<file path="src/rtl/prio_enc_q.sv">
// prio_enc_q - registered priority encoder with event capture and valid/ready output.
//
// Request pulses on d_in are latched into a pending vector. One pending index at a
// time is presented on d_out (valid/ready handshake) and held until accepted. The
// winner is picked by a fixed-LSB, fixed-MSB or round-robin select. Several requests
// are serialised one grant per cycle. When no request is pending, no output is produced.
//
// Ports
//   clk        clock, rising edge
//   rst_n      asynchronous active-low reset
//   d_in       [N-1:0] request event lines, sampled every cycle
//   clr        synchronous flush of pending/valid/overflow, round-robin pointer reset
//   out_ready  consumer accepts d_out this cycle
//   d_out      [W-1:0] encoded index of current grant (always < N)
//   out_valid  d_out is valid
//   pending    [N-1:0] registered pending-request vector
//   multi      more than one request pending
//   overflow   one-cycle pulse: a request hit an index that was already pending
//
// state   | meaning
// --------+-------------------------------------------------------------
// ST_IDLE | no grant presented, out_valid=0
// ST_HOLD | d_out holds a grant, out_valid=1, waiting for out_ready
module prio_enc_q #(
   parameter int N    = 8,
   parameter int W    = $clog2(N),
   parameter int MODE = 0
) (
   input  logic         clk,
   input  logic         rst_n,
   input  logic [N-1:0] d_in,
   input  logic         clr,
   input  logic         out_ready,
   output logic [W-1:0] d_out,
   output logic         out_valid,
   output logic [N-1:0] pending,
   output logic         multi,
   output logic         overflow
);

   typedef enum logic {ST_IDLE, ST_HOLD} state_t;

   state_t         state_q, state_d;
   logic [N-1:0]   pending_q, pending_d;
   logic [W-1:0]   d_out_q, d_out_d;
   logic [W-1:0]   ptr_q, ptr_d;
   logic           overflow_q, overflow_d;

   logic           acc;
   logic [N-1:0]   acc_vec;
   logic [N-1:0]   rem;

   // Select one set index of v. base is the round-robin pointer: the search begins
   // at base+1 and wraps modulo N, so a non-power-of-two N never yields index >= N.
   function automatic logic [W-1:0] sel_fn(input logic [N-1:0] v, input logic [W-1:0] base);
      logic [W-1:0] idx;
      logic         found;
      int           j;
      idx   = '0;
      found = 1'b0;
      j     = 0;
      if (MODE == 1) begin
         for (int i = 0; i < N; i++) begin
            if (v[i]) idx = W'(i);
         end
      end else if (MODE == 2) begin
         for (int k = 1; k <= N; k++) begin
            j = int'(base) + k;
            if (j >= N) j = j - N;
            if (!found && v[j]) begin
               idx   = W'(j);
               found = 1'b1;
            end
         end
      end else begin
         for (int i = N - 1; i >= 0; i--) begin
            if (v[i]) idx = W'(i);
         end
      end
      return idx;
   endfunction

   assign out_valid = (state_q == ST_HOLD);
   assign acc       = out_valid & out_ready;

   always_comb begin
      acc_vec = '0;
      for (int i = 0; i < N; i++) begin
         acc_vec[i] = acc && (d_out_q == W'(i));
      end
   end

   assign rem = pending_q & ~acc_vec;

   always_comb begin
      state_d    = state_q;
      d_out_d    = d_out_q;
      ptr_d      = ptr_q;
      pending_d  = pending_q;
      overflow_d = 1'b0;
      if (clr) begin
         state_d   = ST_IDLE;
         pending_d = '0;
         ptr_d     = W'(N - 1);
      end else begin
         // A d_in bit in the accept cycle re-sets the bit being cleared.
         pending_d  = rem | d_in;
         overflow_d = |(d_in & pending_q & ~acc_vec);
         if (acc) ptr_d = d_out_q;
         case (state_q)
            ST_IDLE: begin
               if (|pending_q) begin
                  d_out_d = sel_fn(pending_q, ptr_q);
                  state_d = ST_HOLD;
               end
            end
            ST_HOLD: begin
               if (acc) begin
                  // Search from the index just granted so round-robin advances.
                  if (|rem) d_out_d = sel_fn(rem, d_out_q);
                  else      state_d = ST_IDLE;
               end
            end
            default: state_d = ST_IDLE;
         endcase
      end
   end

   always_ff @(posedge clk or negedge rst_n) begin
      if (!rst_n) begin
         state_q    <= ST_IDLE;
         pending_q  <= '0;
         d_out_q    <= '0;
         ptr_q      <= W'(N - 1);
         overflow_q <= 1'b0;
      end else begin
         state_q    <= state_d;
         pending_q  <= pending_d;
         d_out_q    <= d_out_d;
         ptr_q      <= ptr_d;
         overflow_q <= overflow_d;
      end
   end

   assign d_out    = d_out_q;
   assign pending  = pending_q;
   assign overflow = overflow_q;
   // Nonzero after clearing the lowest set bit means at least two bits are set.
   assign multi    = |(pending_q & (pending_q - N'(1)));

endmodule

</file>
<file path="config.mk">
export PLATFORM = sky130hd
export DESIGN_NAME = prio_enc_q
export DESIGN_NICKNAME = d
export VERILOG_FILES = /design/src/rtl/prio_enc_q.sv
export SDC_FILE = /design/constraint.sdc
export NUM_CORES = 1
export LEC_CHECK = 0
export CORE_MARGIN = 5
export CORE_UTILIZATION = 45
export DETAILED_ROUTE_END_ITERATION = 8
export PLACE_DENSITY = 0.84
export SLEW_MARGIN = 20
export SYNTH_ARGS = -nofsm -noshare
export SYNTH_HDL_FRONTEND = slang
export SYNTH_SLANG_ARGS = --single-unit
</file>
<file path="constraint.sdc">
create_clock -name clk -period 3.1 [get_ports clk]
set_input_delay 0.62 -clock clk [delete_from_list [all_inputs] [get_ports clk]]
set_output_delay 0.62 -clock clk [all_outputs]
set_load 0.02 [all_outputs]
</file>
# Word-level counts from Yosys, hierarchy flattened
# Index checks and enable logic that the tools add are counted.
[word_totals] regBits=13 input_bits=12 out_inout_bits=14 elab_cells=65
[op_classes] addsub=1 eq_ne=10 muxes=27 bitwise_logic=9 n_reduce_logical=14
[ops] operator="3-bit 2-to-1 mux" count=19
[ops] operator="8-bit bitwise AND" count=4
[ops] operator="8-bit OR reduction" count=4
[ops] operator="3-bit equality test, second input constant" count=4
[ops] operator="1-bit logical AND" count=8
[ops] operator="8-bit 2-to-1 mux" count=1
[ops] operator="8-bit inverter" count=1
[ops] operator="8-bit bitwise OR" count=1
[ops] operator="8-bit by 1-bit subtractor with 8-bit output, second input constant" count=1
[ops] operator="3-bit by 2-bit equality test with 1-bit output, second input constant" count=2
[ops] operator="3-bit case mux with 2 select lines" count=1
[ops] operator="1-bit 2-to-1 mux" count=5
[ops] operator="2-bit by 1-bit inequality test with 1-bit output, second input constant" count=2
[ops] operator="4-bit AND reduction" count=1
[ops] operator="3-bit by 1-bit equality test with 1-bit output, second input constant" count=1
[ops] operator="3-bit logical NOT" count=1
[ops] operator="2-bit inequality test, second input constant" count=1
[ops] operator="1-bit inverter" count=2
[ops] operator="1-bit case mux with 2 select lines" count=1
[ops] operator="1-bit bitwise AND" count=1

# Logic depth before layout (Yosys ltp)
[depth] word_depth=15 depth_mapped=7 ltp_nobuf=6

# Worst setup path before layout
# No wires, ideal clock.
[synth_path] path_kind="register -> register" start="reg state_q (netlist: out_valid)" end="reg d_out_q[1] (netlist: d_out[1])" setup_ns=0.128 arrival_ns=2.203 t_required_ns=2.972 path_slack_ns=0.769 stages_incl_launch_ff=8 n_path_buf=1 period_less_slack_ns=2.331 path_cell_list="dfrtp_1 buf_2 nand3_1 o31a_2 or4b_4 o21ai_2 a21oi_2 mux2_1"
[synth_via] elab_chain_cells=15 elab_cells_between_ends=28 classes_between="3 x eq/ne; 11 x mux; 4 x bitwise; 10 x reduce/logical"
[synth_rtl] item="start, declared" line="43" text="state_t state_q, state_d;"
[synth_rtl] item="start signal, assigned" line="137" text="state_q <= state_d;"
[synth_rtl] item="1-bit bitwise AND" line="84" text="assign acc = out_valid & out_ready;"
[synth_rtl] item="1-bit logical AND" line="89" text="acc_vec[i] = acc && (d_out_q == W'(i));"
[synth_rtl] item="8-bit inverter" line="93" text="assign rem = pending_q & ~acc_vec;"
[synth_rtl] item="8-bit bitwise AND" line="93"
[synth_rtl] item="3-bit 2-to-1 mux (8 in series)" line="77" text="if (v[i]) idx = W'(i);"
[synth_rtl] item="3-bit 2-to-1 mux" line="120" text="if (|rem) d_out_d = sel_fn(rem, d_out_q);"
[synth_rtl] item="3-bit 2-to-1 mux" line="118" text="if (acc) begin"
[synth_rtl] item="3-bit case mux with 2 select lines" line="110" text="case (state_q)"
[synth_rtl] item="end signal, assigned" line="139" text="d_out_q <= d_out_d;"
[synth_rtl] item="end, declared" line="45" text="logic [W-1:0] d_out_q, d_out_d;"
# Parallel ways exist; a longest one is shown, timed or not. The select of a mux whose other input is x is not followed.
# A chain may end at the register's enable or synchronous reset.

# Worst setup path in the final report
[layout_path] start="reg pending_q[0] (netlist: pending[0])" end="out multi"
[layout_via] elab_chain_cells=3
[layout_rtl] item="start, declared" line="44" text="logic [N-1:0] pending_q, pending_d;"
[layout_rtl] item="start signal, assigned" line="138" text="pending_q <= pending_d;"
[layout_rtl] item="8-bit by 1-bit subtractor with 8-bit output" line="149" text="assign multi = |(pending_q & (pending_q - N'(1)));"
[layout_rtl] item="8-bit bitwise AND *" line="149"
[layout_rtl] item="8-bit OR reduction *" line="149"
[layout_rtl] item="end, declared" line="37" text="output logic multi,"
# Every way passes the cells marked *; elsewhere a longest branch is shown, timed or not.

==> metrics.cfg <==
[status]
status=completed

[power_and_ir_drop]
netSwitchingPower_mw=0.200
total_power_mw=0.530
pwr-share-comb=0.354
seqPwrFrac=0.435
ir_drop_mv=0.341
power.leakage_nw=0.469
clkPwrFrac=0.210
swShare=0.377
powerDensity_nw_per_um2=447
intPower_mw=0.330

[floorplanning]
die_w_um=53.8
core_um2=1780
io_pins=26
start_util=0.485
rows=15
die_area_um2=2900
dieHeight_um=53.8

[yosys]
synth-xor-area-share=0
synth_edf_count=0
ys_types=43
netlist_area_um2=865
ys_seq_elements=13
ys_warn_count=0
ys_seq_area_frac=0.376
syn_avg_cell_area_um2=8.91
async_reset_ff_frac=1.00
syn-num-nets=109
synth_top_family_by_area=compound AO/OA/AOI/OAI gates
synth-adder-area-share=0.0116
ys.flop_type=dfrtp_1
muxShareOfSynthArea=0.0376
yosys.area_share.simple=0.190
synth.top_cell.area_share=0.376
synth_top_area_cell=dfrtp_1
synthTopCellsByArea=dfrtp_1 38%, a21oi_1 5.8%, nor2_1 5.2%, nor3_1 3.5%, o311ai_4 3.0%
synth_compound_area_frac=0.340
netlist_instances=97

[hold_path]
hold_path.class=reg2reg
worstHoldPathCells=2
min_to=pending[6]$_DFF_PN0_
worstHoldStart=pending[6]$_DFF_PN0_

[clock_tree]
htreeDepth=1
clock_sinks=13
postCtsSetupBuffers=0
cts_inserted_buffers=3
clk_latency_ns=0.29
clockBufferDepth=2
clockRootBuffer=clkbuf_4
cts_tree=built
clk_pin_slew_ns=0.08

[grt]
grt_pass1_vias=912
track_usage=0.206
grt_pass1_wl_um=4310
antenna_found_initial=0
grt_max_degree=14
overflow=0

[setup_path]
r2r-end=d_out[2]$_DFFE_PN0P_
reg2regPathDepth=6
r2r-start=out_valid$_DFF_PN0_
end_kind=primary output
worst_ep_required_time_ns=2.48
path_max_fanout=6
rrSetupSlack_ns=0.62
crit_path_start_kind=flop
path_cells=or3_1, or4_1, a21oi_1, a21oi_1, dlymetal6s2s_1
path_class=reg2out
slowest_stage=dfrtp_1
worst_path_most_repeated_cell=a21oi_1
slowest_delay_ns=0.47
cp.arrival_ns=2.04

[timing]
worst_pin_slew_ns=0.615
setup_tns_ns=0
slew_headroom=0.589
setup_viol=0
holdWs_ns=0.696
rsz0062_at_grt=no
hold_viol=0
period_share=0.858
final_max_slew_viol_count=0
min_period_ns=2.66
fin_ws_ns=0.441
clock.fmax_mhz=376
skew_ns=0.00262

[placed_design]
placed_cells=147
place_ws_ns=0.175
portBuffers=25
hpwl_um=1840
gp_congestion=0.909

[drt]
wl_um=2510
vias=936
wl_per_cell_um=16.6
via_per_inst=6.20
drc=0
drtIter0Drc=50
postRouteAntennaNets=0
drt_first_pass_iters=4

[cells_and_area]
n_antenna_cell=0
final_cell_mix=24 x clkdlybuf4s50_1, 13 x dfrtp_1, 12 x nor2_1
layout_commonest_cell=clkdlybuf4s50_1
fin_cells=151
area_growth_pct=37.0
nNetsFinal=139
drive_gt1_frac=0.119

[flow_run]
drv_cap=0

## stage by stage
stage	cell area [um^2]	utilization
2_1_floorplan	865	-
3_3_place_gp	1160	0.648
3_5_place_dp	1160	0.648
4_1_cts	1180	0.663
5_1_grt	1180	0.665
6_report	1180	0.665
## flip-flops by register name, summed over array words and instances (netlist names)
signal / cells
pending: 8
d_out: 3
out_valid: 1
overflow: 1
## worst max-delay path by stage
stage                    startpoint              endpoint  slack, ns
2_1_floorplan   out_valid$_DFF_PN0_  d_out[1]$_DFFE_PN0P_       0.77
3_3_place_gp              out_ready  d_out[1]$_DFFE_PN0P_       0.27
3_5_place_dp              out_ready  d_out[2]$_DFFE_PN0P_       0.18
4_1_cts        pending[4]$_DFF_PN0_                 multi       0.13
5_1_grt        pending[0]$_DFF_PN0_                 multi       0.30
6_report       pending[0]$_DFF_PN0_                 multi       0.44
## power groups by stage
stage	combinational (mW)	sequential, mW	clock [mW]
finish	0.188	0.230	0.111
global placement	0.182	0.230	0
CTS	0.187	0.227	0.111
global route	0.203	0.235	0.120
floorplan	0.0857	0.242	0
detailed placement	0.186	0.231	0
## per-layer routing
metal  vias up  routed length, um  part of all wire  GRT usage
met5         -                  0                 0          0
met4         0                 69             0.027      0.119
met3        11                204             0.081     0.0194
met2        59               1220              0.49      0.323
met1       435               1010              0.40      0.274
li1        431                  -                 -          -
## layout make-up
type                    instances  area (um^2)
flip-flops and latches         13          325
fillers                       143          598
well taps                      25         31.3
multi-input cells              74          500
repair buffers                 28          275
clock buffers                   4         26.3
inverters                       7         26.3
## cells by family (layout without fill, tap and decap cells)
logic type	count (synthesis)	in the layout
AO/OA/AOI/OAI	38	38
adder cells (fa/ha/maj)	1	1
buffers and inverters	10	39
flip-flops	13	13
multiplexers	3	3
AND/OR/NAND/NOR	32	32
## worst max-delay path: cells and delay by family, from the launching register on
kind	cells	cell delay [ns]
buffers and inverters	1	0.22
AND/OR/NAND/NOR	2	0.87
AO/OA/AOI/OAI	2	0.19
flip-flops	1	0.47
## cell usage after synthesis (all sizes together) (2+ instances only)
cell type and instances:
a22oi 2, a21oi 11, o31ai 2, dfrtp 13, nor2 12, nor2b 2
nand3 2, mux2 2, o21ai 6, nand2 4, inv 7, o31a 2
o41ai 2, nor3 6, buf 2
## what timing repair did
item	in CTS	in global routing
resized for setup	0	1
hold buffers	0	0
endpoints found under the hold margin	0	0
endpoints found under the setup margin	0	1
(Power assumes the default switching activity.)
